===== config.mk =====
export PLATFORM = sky130hd
export DESIGN_NAME = axilite_reg_slave
export DESIGN_NICKNAME = d
export VERILOG_FILES = /design/src/rtl/axilite_reg_slave.sv
export SDC_FILE = /design/constraint.sdc
export NUM_CORES = 2
export LEC_CHECK = 0
export CORE_AREA = 8 8 298 300
export DETAILED_ROUTE_END_ITERATION = 16
export DIE_AREA = 0 0 306 308
export PLACE_DENSITY = 0.95
export SYNTH_ARGS = -nofsm -noshare
export SYNTH_HDL_FRONTEND = slang
export SYNTH_SLANG_ARGS = --single-unit

===== constraint.sdc =====
create_clock -name clk -period 5.1 [get_ports clk]
set_input_delay 1.02 -clock clk [delete_from_list [all_inputs] [get_ports clk]]
set_output_delay 1.02 -clock clk [all_outputs]
set_load 0.02 [all_outputs]

===== src/rtl/axilite_reg_slave.sv =====
// AXI-Lite slave register file: buffered AW/W beats commit byte-strobed writes,
// AR reads return one cycle later; one outstanding B and one outstanding R.
module axilite_reg_slave #(
    parameter int ADDR_WIDTH = 32,
    parameter int DATA_WIDTH = 64,
    parameter int NUM_REGS   = 16
) (
    input  logic                    clk,
    input  logic                    rst_n,
    input  logic [ADDR_WIDTH-1:0]   s_axi_awaddr,
    input  logic                    s_axi_awvalid,
    output logic                    s_axi_awready,
    input  logic [DATA_WIDTH-1:0]   s_axi_wdata,
    input  logic [DATA_WIDTH/8-1:0] s_axi_wstrb,
    input  logic                    s_axi_wvalid,
    output logic                    s_axi_wready,
    output logic [1:0]              s_axi_bresp,
    output logic                    s_axi_bvalid,
    input  logic                    s_axi_bready,
    input  logic [ADDR_WIDTH-1:0]   s_axi_araddr,
    input  logic                    s_axi_arvalid,
    output logic                    s_axi_arready,
    output logic [DATA_WIDTH-1:0]   s_axi_rdata,
    output logic [1:0]              s_axi_rresp,
    output logic                    s_axi_rvalid,
    input  logic                    s_axi_rready,
    output logic [15:0]             wr_count
);

    localparam int STRB_W = DATA_WIDTH / 8;
    localparam int B      = $clog2(STRB_W);
    localparam int IW     = $clog2(NUM_REGS);

    localparam logic [1:0] RESP_OKAY   = 2'b00;
    localparam logic [1:0] RESP_SLVERR = 2'b10;

    // Byte-offset bits are dropped; anything above the register index is out of range.
    function automatic logic addr_in_range(input logic [ADDR_WIDTH-1:0] a);
        return (a >> (B + IW)) == '0;
    endfunction

    function automatic logic [IW-1:0] addr_idx(input logic [ADDR_WIDTH-1:0] a);
        return a[B +: IW];
    endfunction

    logic                  aw_held;
    logic                  w_held;
    logic [ADDR_WIDTH-1:0] aw_addr;
    logic [DATA_WIDTH-1:0] w_data;
    logic [STRB_W-1:0]     w_strb;
    logic [DATA_WIDTH-1:0] regs [NUM_REGS];

    logic aw_hs;
    logic w_hs;
    logic ar_hs;
    logic commit;

    assign s_axi_awready = ~aw_held;
    assign s_axi_wready  = ~w_held;
    assign s_axi_arready = ~s_axi_rvalid;

    assign aw_hs  = s_axi_awvalid & ~aw_held;
    assign w_hs   = s_axi_wvalid & ~w_held;
    assign ar_hs  = s_axi_arvalid & ~s_axi_rvalid;
    assign commit = aw_held & w_held & ~s_axi_bvalid;

    always_ff @(posedge clk or negedge rst_n) begin
        if (!rst_n) begin
            aw_held <= 1'b0;
            w_held  <= 1'b0;
            aw_addr <= '0;
            w_data  <= '0;
            w_strb  <= '0;
        end else begin
            if (aw_hs) begin
                aw_held <= 1'b1;
                aw_addr <= s_axi_awaddr;
            end else if (commit) begin
                aw_held <= 1'b0;
            end
            if (w_hs) begin
                w_held <= 1'b1;
                w_data <= s_axi_wdata;
                w_strb <= s_axi_wstrb;
            end else if (commit) begin
                w_held <= 1'b0;
            end
        end
    end

    // A new B is only raised once the previous one has been accepted.
    always_ff @(posedge clk or negedge rst_n) begin
        if (!rst_n) begin
            s_axi_bvalid <= 1'b0;
            s_axi_bresp  <= RESP_OKAY;
            wr_count     <= '0;
        end else if (commit) begin
            s_axi_bvalid <= 1'b1;
            s_axi_bresp  <= addr_in_range(aw_addr) ? RESP_OKAY : RESP_SLVERR;
            wr_count     <= wr_count + 16'd1;
        end else if (s_axi_bvalid && s_axi_bready) begin
            s_axi_bvalid <= 1'b0;
        end
    end

    always_ff @(posedge clk or negedge rst_n) begin
        if (!rst_n) begin
            for (int i = 0; i < NUM_REGS; i++) begin
                regs[i] <= '0;
            end
        end else if (commit && addr_in_range(aw_addr)) begin
            for (int i = 0; i < STRB_W; i++) begin
                if (w_strb[i]) begin
                    regs[addr_idx(aw_addr)][8*i +: 8] <= w_data[8*i +: 8];
                end
            end
        end
    end

    // The read samples the register file before a same-edge commit lands.
    always_ff @(posedge clk or negedge rst_n) begin
        if (!rst_n) begin
            s_axi_rvalid <= 1'b0;
            s_axi_rdata  <= '0;
            s_axi_rresp  <= RESP_OKAY;
        end else if (ar_hs) begin
            s_axi_rvalid <= 1'b1;
            s_axi_rdata  <= addr_in_range(s_axi_araddr) ? regs[addr_idx(s_axi_araddr)] : '0;
            s_axi_rresp  <= addr_in_range(s_axi_araddr) ? RESP_OKAY : RESP_SLVERR;
        end else if (s_axi_rvalid && s_axi_rready) begin
            s_axi_rvalid <= 1'b0;
        end
    end

endmodule


# ---- After elaboration in Yosys (flattened, before gate mapping)
# Cells that the tools add are included.
dict set report op_classes {
  n_mux 52
  magnitude_cmp 3
  add_sub_neg 1
  n_bitwise 11
  n_reduce_logical 10
}
# operator n
set ops {}
lappend ops {{1024-bit 2-to-1 mux} 15}
lappend ops {{1024-bit bitwise mux} 8}
lappend ops {{64-bit demux with 4-bit select} 8}
lappend ops {{64-bit binary-select mux with 4-bit select} 1}
lappend ops {{64-bit 2-to-1 mux} 4}
lappend ops {{32-bit logical NOT} 2}
lappend ops {{56-bit 2-to-1 mux} 1}
lappend ops {{48-bit 2-to-1 mux} 1}
lappend ops {{40-bit 2-to-1 mux} 1}
lappend ops {{32-bit 2-to-1 mux} 1}
lappend ops {{24-bit 2-to-1 mux} 1}
lappend ops {{16-bit by 1-bit adder with 16-bit output, second input constant} 1}
lappend ops {{16-bit 2-to-1 mux} 1}
lappend ops {{5-bit greater-or-equal comparator, second input constant} 2}
lappend ops {{4-bit NOT with 5-bit output} 2}
lappend ops {{8-bit 2-to-1 mux} 1}
lappend ops {{2-bit nonzero test} 4}
lappend ops {{1-bit 2-to-1 mux} 7}
lappend ops {{1-bit bitwise AND} 5}
lappend ops {{5-bit by 1-bit less-than comparator with 1-bit output, second input constant} 1}
lappend ops {{1-bit logical AND} 4}
lappend ops {{2-bit 2-to-1 mux} 2}
lappend ops {{1-bit NOT} 4}
dict set report totals {
  output_inout_bits 89
  input_bits 143
  reg_bits 1216
}

# ---- Longest topological paths before layout
dict set report logic_depth {
  word_depth 28
  ltp_mapped 8
}

# ---- Least setup slack after synthesis
# No wires, ideal clock.
dict set report synth_timing {
  path_kind {input -> register}
  start {in s_axi_araddr[4]}
  end {reg s_axi_rdata[23]}
  setup_slack_ps 2317
  cell_stages 8
  required_time_ps 4965
  setup_ps 135
  n_path_buf 4
  arrival_time_ps 2648
  path_cell_list {clkbuf_1 clkbuf_1 clkbuf_1 buf_2 mux2i_1 nor2_1 nor4_1 o31ai_1}
}
dict set report synth_between {
  elab_chain_cells 5
}
# item line
set synth_rtl {}
lappend synth_rtl {{start: declaration} 20} ;# input logic [ADDR_WIDTH-1:0] s_axi_araddr,
lappend synth_rtl {{4-bit NOT with 5-bit output (implied by the code)} 128} ;# s_axi_rdata <= addr_in_range(s_axi_araddr) ? regs[addr_idx(s_axi_araddr)] : '0;
lappend synth_rtl {{64-bit binary-select mux with 4-bit select} 128}
lappend synth_rtl {{64-bit 2-to-1 mux (implied by the code) (2 in series)} 128}
lappend synth_rtl {{64-bit 2-to-1 mux} 128}
lappend synth_rtl {{end signal: assignment} 128}
lappend synth_rtl {{end: declaration} 23} ;# output logic [DATA_WIDTH-1:0] s_axi_rdata,
# Every way passes these cells. The select of a mux whose other input is x is not followed.
# A chain may end at the register's enable or synchronous reset.

# ---- Worst setup path after layout
dict set report layout_timing {
  start {reg aw_addr[28]}
  end {reg regs[24] (netlist name)}
}
dict set report layout_between {
  elab_chain_cells 2
}
# item line
set layout_rtl {}
lappend layout_rtl {{start: declaration} 48} ;# logic [ADDR_WIDTH-1:0] aw_addr;
lappend layout_rtl {{start signal: assignment} 77} ;# aw_addr <= s_axi_awaddr;
lappend layout_rtl {{32-bit logical NOT} 39} ;# return (a >> (B + IW)) == '0;
lappend layout_rtl {{1-bit logical AND} 111} ;# end else if (commit && addr_in_range(aw_addr)) begin
lappend layout_rtl {{end signal: indexed assignment} 114} ;# regs[addr_idx(aw_addr)][8*i +: 8] <= w_data[8*i +: 8];
lappend layout_rtl {{end: declaration} 51} ;# logic [DATA_WIDTH-1:0] regs [NUM_REGS];
# Every way passes these cells.

==> flow_metrics.py <==
metrics = {
    "synth": {
        "async_flop_share": 1.00,
        "synthDistinctLibCells": 41,
        "yosysTopAreaCellShare": 0.551,
        "ys_ff_latch": 1211,
        "yosys.area.top_type": "dfrtp_1",
        "synthCells": 3705,
        "synth_flop_cell": "dfrtp_1",
        "syn_avg_cell_area_sq_um": 14.8,
        "ys_seq_area_frac": 0.551,
        "yosysWarnings": 0,
        "synth-edff-count": 0,
        "ys_top_cells_by_area": "dfrtp_1, mux2_2, mux2i_1",
        "syn_area_sq_um": 55000,
        "synthTopCellsByCount": "dfrtp_1, mux2_2, mux2i_1",
        "synth_most_common_cell": "dfrtp_1",
    },
    "route": {
        "route.detailed.drc": 0,
        "vias": 34364,
        "avgViaCountPerCell": 6.79,
        "wl_per_cell_um": 28.5,
        "wl_mm": 144,
        "drt_iter0_drc": 2962,
        "drt_pass1_iterations": 7,
        "antenna_left": 0,
    },
    "sta": {
        "min_period_ns": 3.88,
        "finalHoldViolCount": 0,
        "fmax_mhz": 258,
        "setup_ws_ns": 1.22,
        "slew_viol_final": 0,
        "tightestPinTransition_ns": 1.13,
        "rsz0062_at_grt": "false",
        "min_period_over_period": 0.761,
        "clock_skew_ns": 0.0274,
        "setup_viol_count_final": 0,
        "finalSetupTns_ns": 0,
        "slew_headroom": 0.246,
    },
    "setup_path": {
        "r2r-end": "regs[24]",
        "r2r_start": "aw_addr[28]",
        "ff2ff_path_depth": 4,
        "crit_path_start": "aw_addr[28]",
        "required_ns": 5.67,
        "crit_arrival_ns": 4.44,
        "r2r_setup_slack_ns": 1.22,
        "crit_fanout": 16,
        "crit_type": "flop to flop",
        "critPathLaunchType": "flop",
        "worstSetupEndpointType": "flop",
    },
    "die": {
        "fp.dieH_um": 308,
        "row_count": 107,
        "fp.dieW_um": 306,
        "dieArea_sq_um": 94200,
        "io_pins": 232,
        "initial_core_util": 0.653,
        "coreArea_sq_um": 84200,
    },
    "placed_design": {
        "port_buffers": 223,
        "pre_cts_slack_ns": 1.31,
        "dp_hpwl_mm": 84.6,
        "gp_congestion": 0.795,
    },
    "pwr": {
        "power.density_nw_per_um2": 367,
        "power.leakage_uw": 0.0305,
        "p_total_uw": 22900,
        "ir_worst_vdd_v": 0.000388,
    },
    "clock_tree": {
        "clk_latency_ns": 0.68,
        "ctsHoldBuffers": 0,
        "cts_inserted_buffers": 116,
        "cts.sink_count": 1211,
        "htreeDepth": 3,
        "clk_path_buf_depth": 3,
        "cts_root_buf": "clkbuf_16",
        "post_cts.repair.setup_buffers": 0,
        "clk_pin_slew_ns": 0.06,
        "cts_tree": "yes",
        "post_cts_resized": 0,
    },
    "finish": {
        "syn_to_final_growth_pct": 13.4,
        "final_nets": 4022,
        "num_antenna_cells": 0,
        "drive_gt1_frac": 0.420,
    },
    "grt": {
        "grt_pass1_vias": 37750,
        "grt_pass1_wl_mm": 226,
        "gr-usage-all-layers": 0.306,
        "grt_max_degree": 140,
        "overflow": 0,
        "antenna_found_initial": 2,
    },
    "worst_hold_path": {
        "hold_path.class": "input pin to asynchronous set/reset pin",
    },
    "job": {
        "drv_cap": 0,
    },
    "run_status": {
        "status": "finished, final reports clean",
    },
}
stage by stage:
step                      std cells  cell area (sq um)  utilization  hold WS (ns)
after global placement         4850              58300        0.693         0.464
after detailed placement       4850              58300        0.693         0.464
final                          5064              62400        0.741         0.351
after CTS                      5064              62400        0.741         0.413
after floorplan                3706              55000            -         0.475
after global routing           5064              62400        0.741         0.432
metal layers:
layer / wire length (um) / track usage / up-vias
met5: 13 / 0 / -
met4: 7510 / 0.150 / 2
met3: 12000 / 0.0727 / 509
met2: 71000 / 0.505 / 1657
met1: 53700 / 0.382 / 18203
li1: - / - / 13993
cell usage in the layout (no fill, tap or decap), drive strengths merged, types with 2 or more instances in the layout:
master         Yosys  layout
nor4              75      75
xor2               4       4
conb               1       2
or2                2       2
buf              119      67
xnor2             11      11
bufinv             0      16
clkbuf           112     163
nand4             15      15
o21ai              2       2
mux2i            320     320
inv                6       8
nand2b             3       3
o22ai             64      64
mux2            1125    1125
and3               3       3
o31ai             64      64
nor2             137     137
and2              65      65
mux4             128     128
clkdlybuf4s50      0     218
nor4b              2       2
nand2             83      83
clkinvlp           0       2
dfrtp           1211    1211
nand3             12      12
nor3             129     129
nor2b              6       6
clkinv             0      31
critical path, stage by stage, from the launching register on:
cell and delay, ns:
dfrtp_1 0.41, nor4_4 0.87, nand4_2 0.99, nor3_2 1.04, mux2_2 0.43
kinds of logic (layout without fill, tap and decap cells):
logic type / count (synthesis) / in the layout / share of synthesized area
other: 1 / 2 / 0.0000682
adders and majority gates: 1 / 1 / 0.000228
muxes: 1573 / 1573 / 0.341
buffers and inverters: 237 / 505 / 0.0180
xor gates and xnor gates: 15 / 15 / 0.00239
and+or+nand+nor: 535 / 535 / 0.0703
DFF: 1211 / 1211 / 0.551
AOI/OAI and AO/OA: 132 / 132 / 0.0165
registers in the layout, summed over array words and instances, names as in the netlist:
register and flops:
w_data 64, regs 1024, s_axi_rvalid 1, aw_held 1
s_axi_bresp 1, s_axi_rresp 1, s_axi_rdata 64, wr_count 16
w_strb 8, aw_addr 29, w_held 1, s_axi_bvalid 1
report_power, final:
part / switching (uW) / leakage, uW / internal, uW / total (uW)
clock: 3760 / 0.00201 / 5380 / 9140
sequential: 1640 / 0.0167 / 10000 / 11700
combinational: 1270 / 0.0118 / 848 / 2120
total: 6670 / 0.0305 / 16200 / 22900
how the worst max path moves through the flow:
| stage | slack [ns] | end | cells after the start |
|---|---|---|---|
| after floorplan | 2.32 | s_axi_rdata[23] | 8 |
| after CTS | 1.28 | regs[169] | 4 |
| after global routing | 1.13 | regs[26] | 4 |
| after global placement | 1.45 | regs[156] | 4 |
| after detailed placement | 1.31 | regs[29] | 4 |
| final | 1.22 | regs[24] | 4 |
area by class of cell:
cell class	count	area (sq um)
Clock buffer	163	3350
Clock inverter	51	679
Fill cell	4447	21800
Inverter	6	22.5
Multi-Input combinational cell	2258	23700
Sequential cell	1211	30300
Tap cell	1090	1360
Timing Repair Buffer	285	2920
Note: power is estimated with default switching activity, not from simulation.
